$ cat src/rtl/geofence_pkg.sv
// Shared constants and types for the geofence point driver.
package geofence_pkg;

  localparam int unsigned COORD_W     = 10;
  localparam int unsigned PTS_PER_OBJ = 7;
  localparam int unsigned WAIT_LIMIT  = 1023;
  localparam int unsigned WAIT_W      = 10;
  localparam int unsigned PT_IDX_W    = 3;

  typedef enum logic [1:0] {
    StIdle,
    StSend,
    StWait
  } gf_state_e;

  typedef struct packed {
    logic [COORD_W-1:0] x;
    logic [COORD_W-1:0] y;
  } point_t;

endpackage

$ cat src/rtl/geofence_point_bank.sv
// One 7-point object buffer: fills in order, holds full until released.
module geofence_point_bank
  import geofence_pkg::*;
(
  input  logic                clk,
  input  logic                reset,
  input  logic                wr_en_i,
  input  point_t              wr_pt_i,
  input  logic                release_i,
  input  logic [PT_IDX_W-1:0] rd_idx_i,
  output point_t              rd_pt_o,
  output logic                full_o,
  output logic                last_wr_o
);

  point_t              mem_q [PTS_PER_OBJ];
  logic [PT_IDX_W-1:0] wr_cnt_q, wr_cnt_d;
  logic                full_q, full_d;
  logic                wr_accept;

  assign wr_accept = wr_en_i && !full_q;
  assign last_wr_o = wr_accept && (wr_cnt_q == PT_IDX_W'(PTS_PER_OBJ - 1));
  assign full_o    = full_q;

  // Next fill count and full flag; release and completion never hit the same bank together.
  always_comb begin
    wr_cnt_d = wr_cnt_q;
    full_d   = full_q;
    if (release_i) begin
      full_d = 1'b0;
    end
    if (wr_accept) begin
      if (last_wr_o) begin
        wr_cnt_d = '0;
        full_d   = 1'b1;
      end else begin
        wr_cnt_d = wr_cnt_q + PT_IDX_W'(1);
      end
    end
  end

  // Fill count and full flag state.
  always_ff @(posedge clk or posedge reset) begin
    if (reset) begin
      wr_cnt_q <= '0;
      full_q   <= 1'b0;
    end else begin
      wr_cnt_q <= wr_cnt_d;
      full_q   <= full_d;
    end
  end

  // Point storage needs no reset: it is only read after a full fill.
  always_ff @(posedge clk) begin
    if (wr_accept) begin
      mem_q[wr_cnt_q] <= wr_pt_i;
    end
  end

  // Combinational read port for the stream side.
  always_comb begin
    rd_pt_o = '0;
    if (rd_idx_i < PT_IDX_W'(PTS_PER_OBJ)) begin
      rd_pt_o = mem_q[rd_idx_i];
    end
  end

endmodule

$ cat src/rtl/geofence_driver.sv
// Ping-pong buffered driver that streams 7-point objects to a geofence evaluator
// and returns one result (or timeout) per object.
module geofence_driver
  import geofence_pkg::*;
(
  input  logic               clk,
  input  logic               reset,
  input  logic               in_valid,
  output logic               in_ready,
  input  logic [COORD_W-1:0] in_x,
  input  logic [COORD_W-1:0] in_y,
  output logic [COORD_W-1:0] X,
  output logic [COORD_W-1:0] Y,
  input  logic               gf_valid,
  input  logic               gf_is_inside,
  output logic               res_valid,
  output logic               res_inside,
  output logic               res_timeout,
  output logic [7:0]         res_index,
  output logic               busy,
  output logic               protocol_err
);

  gf_state_e           state_q;
  logic                wr_ptr_q, send_ptr_q;
  logic [PT_IDX_W-1:0] send_cnt_q;
  logic [WAIT_W-1:0]   wait_cnt_q;
  logic                res_valid_q, res_inside_q, res_timeout_q, perr_q;
  logic [7:0]          res_index_q;

  logic [1:0]          bank_full, bank_last_wr, bank_wr_en, bank_release;
  point_t              bank_rd [2];
  point_t              in_pt;
  point_t              send_pt;
  logic                wait_end;

  assign in_pt    = '{x: in_x, y: in_y};
  assign in_ready = !bank_full[wr_ptr_q];
  // A same-cycle response beats the limit, so the limit only flags a timeout without gf_valid.
  assign wait_end = (state_q == StWait) && (gf_valid || (wait_cnt_q == WAIT_W'(WAIT_LIMIT)));

  // Route host writes to the write bank and the release to the send bank.
  always_comb begin
    bank_wr_en[0]   = in_valid && !wr_ptr_q;
    bank_wr_en[1]   = in_valid && wr_ptr_q;
    bank_release[0] = wait_end && !send_ptr_q;
    bank_release[1] = wait_end && send_ptr_q;
  end

  for (genvar b = 0; b < 2; b++) begin : g_bank
    geofence_point_bank u_bank (
      .clk       (clk),
      .reset     (reset),
      .wr_en_i   (bank_wr_en[b]),
      .wr_pt_i   (in_pt),
      .release_i (bank_release[b]),
      .rd_idx_i  (send_cnt_q),
      .rd_pt_o   (bank_rd[b]),
      .full_o    (bank_full[b]),
      .last_wr_o (bank_last_wr[b])
    );
  end

  // Write pointer flips to the other bank once the current one takes its last point.
  always_ff @(posedge clk or posedge reset) begin
    if (reset) begin
      wr_ptr_q <= 1'b0;
    end else if (|bank_last_wr) begin
      wr_ptr_q <= ~wr_ptr_q;
    end
  end

  // Control FSM with registered result outputs and sticky protocol error.
  always_ff @(posedge clk or posedge reset) begin
    if (reset) begin
      state_q       <= StIdle;
      send_ptr_q    <= 1'b0;
      send_cnt_q    <= '0;
      wait_cnt_q    <= '0;
      res_valid_q   <= 1'b0;
      res_inside_q  <= 1'b0;
      res_timeout_q <= 1'b0;
      res_index_q   <= '0;
      perr_q        <= 1'b0;
    end else begin
      res_valid_q   <= 1'b0;
      res_inside_q  <= 1'b0;
      res_timeout_q <= 1'b0;
      if (res_valid_q) begin
        res_index_q <= res_index_q + 8'd1;
      end
      if (gf_valid && (state_q != StWait)) begin
        perr_q <= 1'b1;
      end
      unique case (state_q)
        StIdle: begin
          if (bank_full[send_ptr_q]) begin
            state_q    <= StSend;
            send_cnt_q <= '0;
          end
        end
        StSend: begin
          if (send_cnt_q == PT_IDX_W'(PTS_PER_OBJ - 1)) begin
            state_q    <= StWait;
            wait_cnt_q <= '0;
          end else begin
            send_cnt_q <= send_cnt_q + PT_IDX_W'(1);
          end
        end
        StWait: begin
          if (wait_end) begin
            res_valid_q   <= 1'b1;
            res_inside_q  <= gf_valid && gf_is_inside;
            res_timeout_q <= !gf_valid;
            send_ptr_q    <= ~send_ptr_q;
            // Skip IDLE when the other bank is already waiting.
            if (bank_full[~send_ptr_q]) begin
              state_q    <= StSend;
              send_cnt_q <= '0;
            end else begin
              state_q <= StIdle;
            end
          end else begin
            wait_cnt_q <= wait_cnt_q + 10'd1;
          end
        end
        default: state_q <= StIdle;
      endcase
    end
  end

  // Stream the send bank only while sending; zeros otherwise.
  always_comb begin
    send_pt = bank_rd[send_ptr_q];
    X       = '0;
    Y       = '0;
    if (state_q == StSend) begin
      X = send_pt.x;
      Y = send_pt.y;
    end
  end

  assign busy         = (state_q != StIdle);
  assign res_valid    = res_valid_q;
  assign res_inside   = res_inside_q;
  assign res_timeout  = res_timeout_q;
  assign res_index    = res_index_q;
  assign protocol_err = perr_q;

endmodule

$ cat config.mk
export PLATFORM = sky130hd
export DESIGN_NAME = geofence_driver
export DESIGN_NICKNAME = d
export VERILOG_FILES = /design/src/rtl/geofence_pkg.sv /design/src/rtl/geofence_point_bank.sv /design/src/rtl/geofence_driver.sv
export SDC_FILE = /design/constraint.sdc
export NUM_CORES = 1
export LEC_CHECK = 0
export CELL_PAD_IN_SITES_DETAIL_PLACEMENT = 0
export CELL_PAD_IN_SITES_GLOBAL_PLACEMENT = 2
export CORE_UTILIZATION = 35
export DETAILED_ROUTE_END_ITERATION = 12
export PLACE_DENSITY_LB_ADDON = 0.1
export SYNTH_ARGS = -nofsm -noshare
export SYNTH_HDL_FRONTEND = slang
export SYNTH_SLANG_ARGS = --single-unit
$ cat constraint.sdc
create_clock -name clk -period 2.9 [get_ports clk]
set_input_delay 0.58 -clock clk [delete_from_list [all_inputs] [get_ports clk]]
set_output_delay 0.58 -clock clk [all_outputs]
set_load 0.05 [all_outputs]
After elaboration in Yosys (flattened, before gate mapping)
Memory sizes are Yosys's and may differ from the RTL's.
Cells that the tools add are included.
{"block": "totals", "reg_bits": 37, "mem_bits_rw": 280, "in_bits": 25, "out_inout_bits": 34, "mem_count": 2}
{"block": "op_classes", "add_sub_neg": 5, "magnitude_cmp": 5, "n_eq_ne": 13, "n_mux": 44, "n_bitwise": 3, "n_reduce_logical": 27}
{"name": "g_bank[0].u_bank.mem_q", "depth": 7, "word_bits": 20, "rd": 1, "rd_ports_with_merged_regs": 0, "wr": 1, "line": "geofence_point_bank.sv:16", "source": "point_t mem_q [PTS_PER_OBJ];"}
{"name": "g_bank[1].u_bank.mem_q", "depth": 7, "word_bits": 20, "rd": 1, "rd_ports_with_merged_regs": 0, "wr": 1, "line": "geofence_point_bank.sv:16"}
{"op": "two-way mux 20 bit", "count": 5}
{"op": "two-way mux 10 bit", "count": 4}
{"op": "two-way mux 1 bit", "count": 23}
{"op": "one-hot mux 10 bit (2 select lines)", "count": 1}
{"op": "two-way mux 3 bit", "count": 6}
{"op": "inequality test 2 bit, second input constant", "count": 6}
{"op": "logical AND 1 bit", "count": 11}
{"op": "adder 10 x 1 -> 10 bit, second input constant", "count": 1}
{"op": "equality test 10 bit, second input constant", "count": 1}
{"op": "adder 3 x 1 -> 3 bit, second input constant", "count": 3}
{"op": "equality test 3 bit, second input constant", "count": 3}
{"op": "one-hot mux 3 bit (3 select lines)", "count": 1}
{"op": "adder 8 x 1 -> 8 bit, second input constant", "count": 1}
{"op": "zero test 1 bit", "count": 6}
{"op": "< comparator 1 x 2 -> 1 bit, second input constant", "count": 3}
{"op": "two-way mux 2 bit", "count": 3}
{"op": "one-hot mux 2 bit (3 select lines)", "count": 1}
{"op": "AND reduction 3 bit", "count": 2}
{"op": "AND reduction 5 bit", "count": 1}
{"op": "nonzero test 2 bit", "count": 2}
{"op": "< comparator 3 bit, second input constant", "count": 1}
{"op": "nonzero test 3 bit", "count": 1}
{"op": "equality test 2 x 1 -> 1 bit, second input constant", "count": 1}
{"op": "equality test 2 bit, second input constant", "count": 1}
{"op": "8 further kinds", "count": 9}

Longest topological paths before layout
{"block": "logic_depth", "word_depth": 7, "mapped_depth": 9}

Cells and area by module
A second synthesis with hierarchy kept.
{"block": "unflattened", "cells_unflattened": 853, "area_unflattened_um2": 13247.7}
{"mod": "geofence_point_bank (g_bank[1].u_bank)", "n_inst": 1, "cells_per_inst": 336, "area_each_um2": 5746.8, "seq_area_each_um2": 4304.1}
{"mod": "geofence_point_bank (g_bank[0].u_bank)", "n_inst": 1, "cells_per_inst": 333, "area_each_um2": 5738.0, "seq_area_each_um2": 4304.1}
{"mod": "geofence_driver", "n_inst": 1, "cells_per_inst": 184, "area_each_um2": 1762.9, "seq_area_each_um2": 725.7}

Worst setup path before layout
OpenSTA, ideal clock, no wires.
{"block": "synth_path", "kind": "input port to flip-flop", "from": "input port in_valid", "to": "memory g_bank[1].u_bank.mem_q[0][0] (netlist bit), enable pin", "setup_time_ps": 448, "arrival_time_ps": 2836, "path_slack_ps": -384, "cell_stages": 3, "path_buffers": 1, "path_cell_list": "nand3b_1 > clkbuf_1 > nor4_1"}
{"block": "synth_between", "elab_chain_len": 4}
{"element": "from (decl)", "line": "geofence_driver.sv:8", "source": "input logic in_valid,"}
{"element": "logical AND 1 bit", "line": "geofence_driver.sv:45", "source": "bank_wr_en[1] = in_valid && wr_ptr_q;"}
{"element": "logical AND 1 bit", "line": "geofence_point_bank.sv:21", "source": "assign wr_accept = wr_en_i && !full_q;"}
{"element": "two-way mux 1 bit", "line": "geofence_point_bank.sv:55", "source": "if (wr_accept) begin"}
{"element": "two-way mux 1 bit (implied by the code)", "line": "geofence_point_bank.sv:56", "source": "mem_q[wr_cnt_q] <= wr_pt_i;"}
{"element": "to (decl)", "line": "geofence_point_bank.sv:16"}
No other way between the ends.

Final worst setup path
{"block": "layout_path", "from": "register send_cnt_q[0]", "to": "output port X[4]"}
{"block": "layout_between", "elab_chain_len": 6}
{"element": "from (decl)", "line": "geofence_driver.sv:26", "source": "logic [PT_IDX_W-1:0] send_cnt_q;"}
{"element": "from (signal assigned)", "line": "geofence_driver.sv:107", "source": "send_cnt_q <= send_cnt_q + PT_IDX_W'(1);"}
{"element": "memory read (7 x 20 bit) or < comparator 3 bit (tied branches)"}
{"element": "two-way mux 20 bit", "line": "geofence_point_bank.sv:63", "source": "if (rd_idx_i < PT_IDX_W'(PTS_PER_OBJ)) begin"}
{"element": "two-way mux 20 bit (implied by the code) * (3 in a row)", "line": "geofence_driver.sv:134", "source": "send_pt = bank_rd[send_ptr_q];"}
{"element": "two-way mux 10 bit *", "line": "geofence_driver.sv:137", "source": "if (state_q == StSend) begin"}
{"element": "to (decl)", "line": "geofence_driver.sv:12", "source": "output logic [COORD_W-1:0] X,"}
Mark *: on every way between the ends. The rest lies on a longest branch, timed or not. The select of a mux whose other input is x is not followed.

==> results.txt <==
crit path capture type -> output pin
met1 wire length -> 13600 um
Die ar. -> 36900 um^2
Post-synth top flop -> edfxtp_1
total global routing overflow -> 0
slew margin rel. -> 0.460
Nets -> 865
synth warn -> 0
IO buf count -> 58
WP data arrival -> 2.36 ns
register clock-pin slew on the reported worst setup and hold paths -> 0.05 ns
fmax -> 341 MHz
Via-to-Cell Ratio -> 5.08
final hold violations -> 0
height of the die -> 192 um
reg-to-reg slack, setup -> 0.81 ns
status -> finished, violations left
worst skew pair latency -> 0.51 ns
Pwr Density -> 1020 nW/um^2
Synth Area in Adders -> 0.00791
hold_buf cts -> 0
post-synthesis xor/xnor area fraction -> 0.00761
metal2 WL -> 14900 um
Clock Skew -> 0.0150 ns
Via Count -> 6686
wire per inst -> 22.8 um
DR DRC count -> 0
complex-gate fraction of the synthesized area -> 0.0414
max capacitance violation total -> 0
first-pass GRT wire length -> 45400 um
CTS Buffer Depth -> 3
largest family of logic cells by synthesized area -> multiplexers
detailed placer's ending HPWL -> 17600 um
number of cell rows -> 69
largest net degree at the start of global routing -> 38
Post-Route WL -> 30000 um
clock power share -> 0.255
Slew Limit Fails -> 0
Post-synth top cells -> 280 x edfxtp_1, 60 x mux4_2, 49 x inv_1
Hold Crit Class -> reg2reg
Placer Congestion -> 0.733
register area share after synthesis -> 0.737
Overall Power -> 0.0161 W
TritonCTS Buffers -> 36
IO Count -> 59
Sink Count -> 317
vias in the first global route -> 7188
CP Data Required Time -> 2.32 ns
worst vdd ir -> 0.604 mV
Post-Syn Nets -> 738
Worst-Margin Slew -> 0.805 ns
ant diodes -> 0
Post-synth EDFFs -> 280
Horiz. Die Dim -> 192 um
fin crit share -> 1.01
drt pass-1 iters -> 4
Comb pwr share -> 0.385
Post-Place Cell Area -> 14200 um^2
violated checks -> setup timing
area grow syn2layout -> 25.3%
count leader, synth -> edfxtp_1
DR top layer -> met4
Root Driver -> clkbuf_16
Total GRT Usage -> 0.170
dpl ws -> 0.214 ns
Synth Instances -> 705
antenna violations before repair -> 0
asr flop ratio synth -> 0.117
DR iter-0 viols -> 367
fin area -> 15900 um^2
Post-Syn Area -> 12700 um^2
Setup crit start kind -> flip-flop
kind of critical path -> reg2out
post-synth top area share -> 0.664
net switching fraction of the power -> 0.341
Avg Cell Area, Syn -> 18.0 um^2
area leader, netlist -> edfxtp_1
Post-Synth Simple-Gate Area -> 0.0532
final setup violation count -> 4
Seq cells post-synth -> 317
Netlist cell types -> 48
top cells by area, synth -> edfxtp_1 66%, mux4_2 11%, dfrtp_1 7.3%
core area -> 35600 um^2
layout cell share with drive strength beyond 1 -> 0.304
Max H-tree Level -> 2
unrepaired setup endpoints after global routing -> true
mux contribution to synthesized area -> 0.125
CTS tree -> yes
initial core utilization -> 0.356
NetSw -> 0.00551 W
CP Max Fanout -> 6
antenna viol nets, final -> 0
min Tclk post-route -> 2.94 ns
Pint -> 0.0106 W
leakage -> 5.50 nW
sequential power share -> 0.360
met3 wire length -> 809 um
post-route setup slack -> -0.0359 ns
area by class of cell:
| type | instances | area (um^2) |
|---|---|---|
| Multi-Input combinational cell | 308 | 3300 |
| Sequential cell | 317 | 9340 |
| Clock buffer | 48 | 998 |
| Inverter | 49 | 184 |
| Fill cell | 3119 | 19700 |
| Tap cell | 461 | 577 |
| Timing Repair Buffer | 120 | 1400 |
| Clock inverter | 13 | 65.1 |
final timing paths:
path | start | to | depth (start not counted)
worst min register to register | protocol_err$_DFFE_PP0P_ | protocol_err$_DFFE_PP0P_ | 1
min in group asynchronous | reset | res_index[3]$_DFFE_PP0P_ | 3
max in group asynchronous | reset | send_ptr_q$_DFFE_PP0P_ | 3
worst min-delay path | protocol_err$_DFFE_PP0P_ | protocol_err$_DFFE_PP0P_ | 1
worst max register to register | send_cnt_q[0]$_DFFE_PP0P_ | wait_cnt_q[9]$_DFFE_PP0P_ | 7
worst max-delay path | send_cnt_q[0]$_DFFE_PP0P_ | X[4] | 7
metrics by stage:
stage	utilization	instances	setup TNS [ns]	hold WS [ns]
6_report	0.446	1316	-0.0822	0.466
5_1_grt	0.446	1316	-1.19	0.489
3_3_place_gp	0.399	1235	0	0.455
3_5_place_dp	0.399	1235	0	0.463
4_1_cts	0.442	1314	-1.49	0.476
2_1_floorplan	-	705	0	0.447
power by group through the flow:
stage,sequential (W),combinational [W],clock (W)
4_1_cts,0.00581,0.00605,0.00424
2_1_floorplan,0.00579,0.00347,0
3_5_place_dp,0.00588,0.00524,0
6_report,0.00581,0.00620,0.00411
5_1_grt,0.00587,0.00664,0.00441
3_3_place_gp,0.00584,0.00523,0
placed cells by master (no fill, tap or decap), types with 4 or more instances in the layout:
cell type	Yosys	routed
inv_2	0	7
nor3_2	0	6
inv_1	49	42
ha_1	8	8
o21ai_2	0	9
clkbuf_1	18	9
edfxtp_1	280	280
and2_1	21	9
and2_4	0	13
a21oi_1	6	6
dfrtp_1	37	34
clkbuf_16	0	38
clkdlybuf4s50_1	0	38
nor3b_2	0	4
clkinv_1	0	9
nand2b_1	7	7
xnor2_1	6	6
buf_8	0	4
o21ai_4	0	5
buf_4	3	34
o211ai_1	4	4
nand2_1	19	19
buf_12	0	20
o21ai_1	2	6
nor2_1	33	30
o221ai_2	0	17
mux2i_1	22	22
nand4_1	4	4
mux4_2	60	60
nand3_1	9	8
o21ai_0	32	14
buf_6	4	22
xor2_1	5	5
worst max-delay path: stages (launching register included):
cell	delay [ns]
dfrtp_4	0.54
buf_12	0.14
buf_12	0.10
mux4_2	0.48
and2_4	0.18
o21ai_4	0.14
o221ai_2	0.11
buf_6	0.17
flip-flops by register name (all words and copies together), names as in the netlist:
signal / flops
g_bank.u_bank.full_o: 2
g_bank.u_bank.mem_q: 280
g_bank.u_bank.wr_cnt_q: 6
protocol_err: 1
res_index: 8
res_inside: 1
res_timeout: 1
res_valid: 1
send_cnt_q: 3
send_ptr_q: 1
state_q: 2
wait_cnt_q: 10
wr_ptr_q: 1
kinds of logic after synthesis:
family,after synthesis
mux,83
fa+ha+maj,8
flops,317
buf+inv,80
compound gates,79
simple gates,127
xor+xnor,11
per-layer routing:
layer / global-route usage / vias to the layer above
met5: 0 / -
met4: 0.0521 / 0
li1: - / 3010
met1: 0.229 / 3516
met2: 0.287 / 114
met3: 0.0221 / 46
timing repair:
action | in CTS | in global routing
gates resized for setup | 80 | 43
pin swaps | 23 | 5
endpoints found under the setup margin | 20 | 20
setup buffers | 15 | 4
gates cloned | 3 | 0
Note: power is estimated with default switching activity, not from simulation.
==> edit 1: new RTL, config.mk and constraints unchanged <==
Change the package constant `COORD_W` from 10 to 9.
--- a/src/rtl/geofence_pkg.sv
+++ b/src/rtl/geofence_pkg.sv
@@ -1,7 +1,7 @@
 // Shared constants and types for the geofence point driver.
 package geofence_pkg;
 
-  localparam int unsigned COORD_W     = 10;
+  localparam int unsigned COORD_W     = 9;
   localparam int unsigned PTS_PER_OBJ = 7;
   localparam int unsigned WAIT_LIMIT  = 1023;
   localparam int unsigned WAIT_W      = 10;
Ports: changed (resized X, Y, in_x and in_y); port bits go from 59 to 55. No check against the original RTL was run, so the function may have changed too.
==> edit 1 against the original RTL <==
The run still ends with negative setup slack left; clock skew up 0.010 ns; non-clock buffer count fell by 11; sequential cell count shrank 28; register-to-register slack gained 0.09 ns; wire length is 13% lower; count of clock-buffer cells in the layout fell by 3; total power decreased by 5.5%; die area is 9.3% lower; design area decreased by 8.4%; worst setup slack better by 0.025 ns; synthesized area shrank 9.4%; synthesized cell count shrank 12%; maximum frequency grew 0.87%; largest power group unchanged; highest routed layer unchanged.
==> edit 1: results (changes against the original RTL) <==
EDFF count, synth=252 (-10%); Final GP Congestion=0.725 (-1.1%); IO Port Bufs=54 (-6.9%); Crit Reg-Reg Endpoint=send_cnt_q[0]$_DFFE_PP0P_; Seq/Total Area, Yosys=0.741 (+0.00351); post-synthesis cell type count=49 (+2.1%); routed via count=5941 (-11%); placed cell count=1117 (-9.6%); final setup TNS=-0.0105 ns (+0.0718 ns); run status=finished with violations; number of global-route vias before repair=6421 (-11%); placed inst area=13100 um2 (-7.7%); most frequent cells after synthesis=252 x edfxtp_1, 59 x nand2_1, 51 x mux4_2, 37 x dfrtp_1; Final Net Count=766 (-11%); global-route wire length before repair=39900 um (-12%); met1 GRT Util=0.211 (-0.0182); post-DP HPWL=15100 um (-14%); GRT Util Overall=0.163 (-0.00720); PnR worst setup slack=-0.0105 ns (+0.0254 ns); largest cells by area after synthesis=edfxtp_1 66%, mux4_2 10%, dfrtp_1 8.1%; met2 GRT Util=0.282 (-0.00510); setup slack at placement=0.343 ns (+0.129 ns); number of flip-flops under the largest register name=252 (-10%); top-area cell type share of the netlist area=0.660 (-0.00412); CTS Buf Count=34 (-5.6%); largest net degree at the start of global routing=29 (-24%); Max FO, Critical Path=11 (+5); syn nets=648 (-12%); ys async rst share=0.128 (+0.0113); failing checks=negative setup slack; DR WL/cell=21.9 um (-3.8%); grt met3 use=0.0274 (+0.00529); Worst Path Arrival=2.33 ns (-0.03 ns); maximum vdd ir drop=0.546 mV (-9.6%); Mapped Avg Cell Area=18.6 um2 (+3.5%); final wirelength=26200 um (-13%); Fill cells=2782 (-11%); crit path to=X[8]; Setup-failing EPs final=1 (-3); reg2reg path depth=8 (+1); Static Leak=0.00496 uW (-9.8%)
## edit 1: cell types whose count changed after synthesis, sizes merged, moves of 20 or more
| cell | delta |
|---|---|
| o21ai | -22 |
| nand2 | +40 |
| nor2 | -21 |
| o221ai | -20 |
| edfxtp | -28 |
| inv | -41 |
| and2 | -22 |
## edit 1: final cells by class
cell class	instances	share of cell area
clock inverters	17	0.0123
clock buffers	45	0.0621
repair buffers	109	0.0978
inverters	8	0.00207
flip-flops and latches	289	0.585
well taps	435	0.0374
multi-input cells	293	0.203
## edit 1: cell families after synthesis
family / count (synthesis) / share of synthesized area
flops: 289 / 0.741
fa+ha+maj: 8 / 0.00873
xor+xnor: 10 / 0.00764
compound gates: 73 / 0.0449
simple gates: 127 / 0.0560
buf+inv: 35 / 0.0165
mux: 75 / 0.126
## edit 1: power breakdown
part           switching, uW  leakage (uW)  internal, uW  total, uW
registers                310       0.00275          4980       5290
logic                   3090       0.00168          2780       5870
clock network           1680      0.000526          2410       4080
## edit 1: repair_timing
item,in CTS,in global routing
pin swaps,8,18
hold buffers,0,0
cloned,1,2
resized for setup,17,22
setup buffers,7,7
setup endpoints to repair,18,18
## edit 1: worst min-delay path by stage
stage                     cells after the start                         to                       from  slack [ns]
after global placement                        1   protocol_err$_DFFE_PP0P_   protocol_err$_DFFE_PP0P_        0.44
final                                         1   protocol_err$_DFFE_PP0P_   protocol_err$_DFFE_PP0P_        0.46
after floorplan                               1  wait_cnt_q[0]$_DFFE_PP0P_  wait_cnt_q[0]$_DFFE_PP0P_        0.48
after global routing                          1   protocol_err$_DFFE_PP0P_   protocol_err$_DFFE_PP0P_        0.48
after CTS                                     1   protocol_err$_DFFE_PP0P_   protocol_err$_DFFE_PP0P_        0.47
after detailed placement                      1   protocol_err$_DFFE_PP0P_   protocol_err$_DFFE_PP0P_        0.45
## edit 1: metal layers
layer / wire, um / vias to the layer above
li1: - / 2729
met1: 11300 / 3054
met2: 13300 / 117
met3: 1030 / 41
met4: 585 / 0
met5: 0 / -
## edit 1: worst max-delay path: stages (launching register included)
cell,delay (ns)
dfrtp_4,0.42
buf_12,0.17
buf_12,0.17
mux4_2,0.53
a22oi_2,0.19
nand2_1,0.14
buf_12,0.18
## edit 1: metrics by stage
step	hold slack, ns	utilization	power [uW]
after CTS	0.466	0.449	15100
after detailed placement	0.454	0.410	10700
final	0.458	0.456	15200
after global placement	0.440	0.410	10700
after global routing	0.476	0.456	15900
after floorplan	0.482	-	8430
==> edit 2: new RTL, same settings <==
Without the edit above. Re-encode `gf_state_e` (3 states) as one-hot, 3 bits wide.
--- a/src/rtl/geofence_pkg.sv
+++ b/src/rtl/geofence_pkg.sv
@@ -7,10 +7,10 @@
   localparam int unsigned WAIT_W      = 10;
   localparam int unsigned PT_IDX_W    = 3;
 
-  typedef enum logic [1:0] {
-    StIdle,
-    StSend,
-    StWait
+  typedef enum logic [2:0] {
+    StIdle = 3'b001,
+    StSend = 3'b010,
+    StWait = 3'b100
   } gf_state_e;
 
   typedef struct packed {
Behaviour: same outputs for any inputs over 10 cycles, from zero or initial values and one cycle with reset high; not proved beyond that.
==> edit 2 against the original RTL <==
The flow still finishes with violations (negative setup slack); total power is 11% lower; sequential cell count up 1; design area rose by 3.7%; wire length up 6.1%; sequential power shrank 2%; synthesized area rose by 1.6%; utilization is 1.3 points higher; worst setup slack got worse by 0.0033 ns; synthesized cell count increased by 9.5%; critical path type unchanged; highest routed layer unchanged.
==> edit 2: results (changes against the original RTL) <==
placed cell count=1281 (+3.7%); post-route clock skew=0.0152 ns (+0.000200 ns); CTS Buf Count=38 (+5.6%); Crit path max-delay family=buffers and inverters; setup slack at placement=0.333 ns (+0.118 ns); Setup-failing EPs final=7 (+3); max incr delay on CP=0.50 ns (-0.04 ns); largest cells by area after synthesis=edfxtp_1 65%, dfrtp_1 7.2%, mux4_2 7.0%; run status=finished with violations; initial drt markers=394 (+7.4%); GRT Util Overall=0.173 (+0.00222); final wirelength=31800 um (+6.1%); maximum vdd ir drop=0.495 mV (-18%); failing checks=negative setup slack; placed inst area=14500 um2 (+2.5%); final setup TNS=-0.106 ns (-0.0243 ns); global-route wire length before repair=48200 um (+6.1%); relative slew slack=0.640 (+0.180); post-synthesis cell type count=49 (+2.1%); PnR worst setup slack=-0.0392 ns (-0.00331 ns); Fill cells=3073 (-1.5%); ys async rst share=0.119 (+0.00278); clk_lat worst skew=0.53 ns (+0.02 ns); share of layout cells above drive strength 1=0.288 (-0.0163); Max FO, Critical Path=8 (+2); largest net degree at the start of global routing=51 (+34%); Sw Ratio=0.301 (-0.0400); syn nets=805 (+9.1%); Gate Count Post-Synth=772 (+9.5%)
-- edit 2: cell count changes after synthesis, moves of 18 or more --
| cell | change |
|---|---|
| clkbuf_1 | +18 |
| mux4_2 | -20 |
| nor2b_1 | +21 |
| and2_1 | -21 |
| inv_1 | -42 |
| o221ai_1 | -20 |
| a2bb2oi_1 | +20 |
| o21ai_0 | +22 |
| a211oi_1 | +39 |
| nand2_1 | +20 |
| nor2_1 | -18 |
| a21o_1 | +22 |
| a21oi_1 | +18 |
-- edit 2: power groups by stage --
| stage | Clock [uW] | Combinational, uW | Sequential, uW |
|---|---|---|---|
| floorplan | 0 | 2230 | 5620 |
| global placement | 0 | 3270 | 5790 |
| detailed placement | 0 | 3300 | 5820 |
| CTS | 4780 | 3980 | 5690 |
| global route | 4970 | 4340 | 5730 |
| finish | 4670 | 4050 | 5690 |
-- edit 2: kinds of logic after synthesis --
kind of cell,Yosys count,synth area share
compound gates,184,0.0950
xor+xnor,8,0.00545
fa+ha+maj,8,0.00779
buf+inv,59,0.0196
flops,318,0.728
mux,65,0.0898
simple gates,130,0.0544
-- edit 2: timing repair --
item,in CTS,in global routing
setup endpoints to repair,20,20
gates cloned,6,0
resized for setup,77,29
pin swaps,25,21
buffers inserted,11,3
-- edit 2: area by class of cell --
| class | instances | area (um2) | area share |
|---|---|---|---|
| timing repair buffer | 118 | 1540 | 0.0933 |
| clock inverter | 22 | 233 | 0.0141 |
| sequential | 318 | 9370 | 0.569 |
| multi-input combinational | 395 | 3700 | 0.225 |
| tap | 461 | 577 | 0.0351 |
| inverter | 8 | 31.3 | 0.00190 |
| clock buffer | 46 | 1000 | 0.0609 |
-- edit 2: metal layers --
| metal | track usage | vias up | routed length (um) |
|---|---|---|---|
| met4 | 0.0480 | 0 | 648 |
| met5 | 0 | - | 0 |
| met1 | 0.221 | 3725 | 14000 |
| met3 | 0.0299 | 49 | 1140 |
| li1 | - | 3305 | - |
| met2 | 0.301 | 133 | 16100 |
-- edit 2: worst min-delay path by stage --
stage,endpoint,from,cells past startpoint,slack (ns)
after global placement,protocol_err$_DFFE_PP0P_,protocol_err$_DFFE_PP0P_,1,0.46
after detailed placement,protocol_err$_DFFE_PP0P_,protocol_err$_DFFE_PP0P_,1,0.46
after global routing,protocol_err$_DFFE_PP0P_,protocol_err$_DFFE_PP0P_,1,0.48
after CTS,protocol_err$_DFFE_PP0P_,protocol_err$_DFFE_PP0P_,1,0.47
after floorplan,wait_cnt_q[7]$_DFFE_PP0P_,wait_cnt_q[7]$_DFFE_PP0P_,1,0.43
final,protocol_err$_DFFE_PP0P_,protocol_err$_DFFE_PP0P_,1,0.46
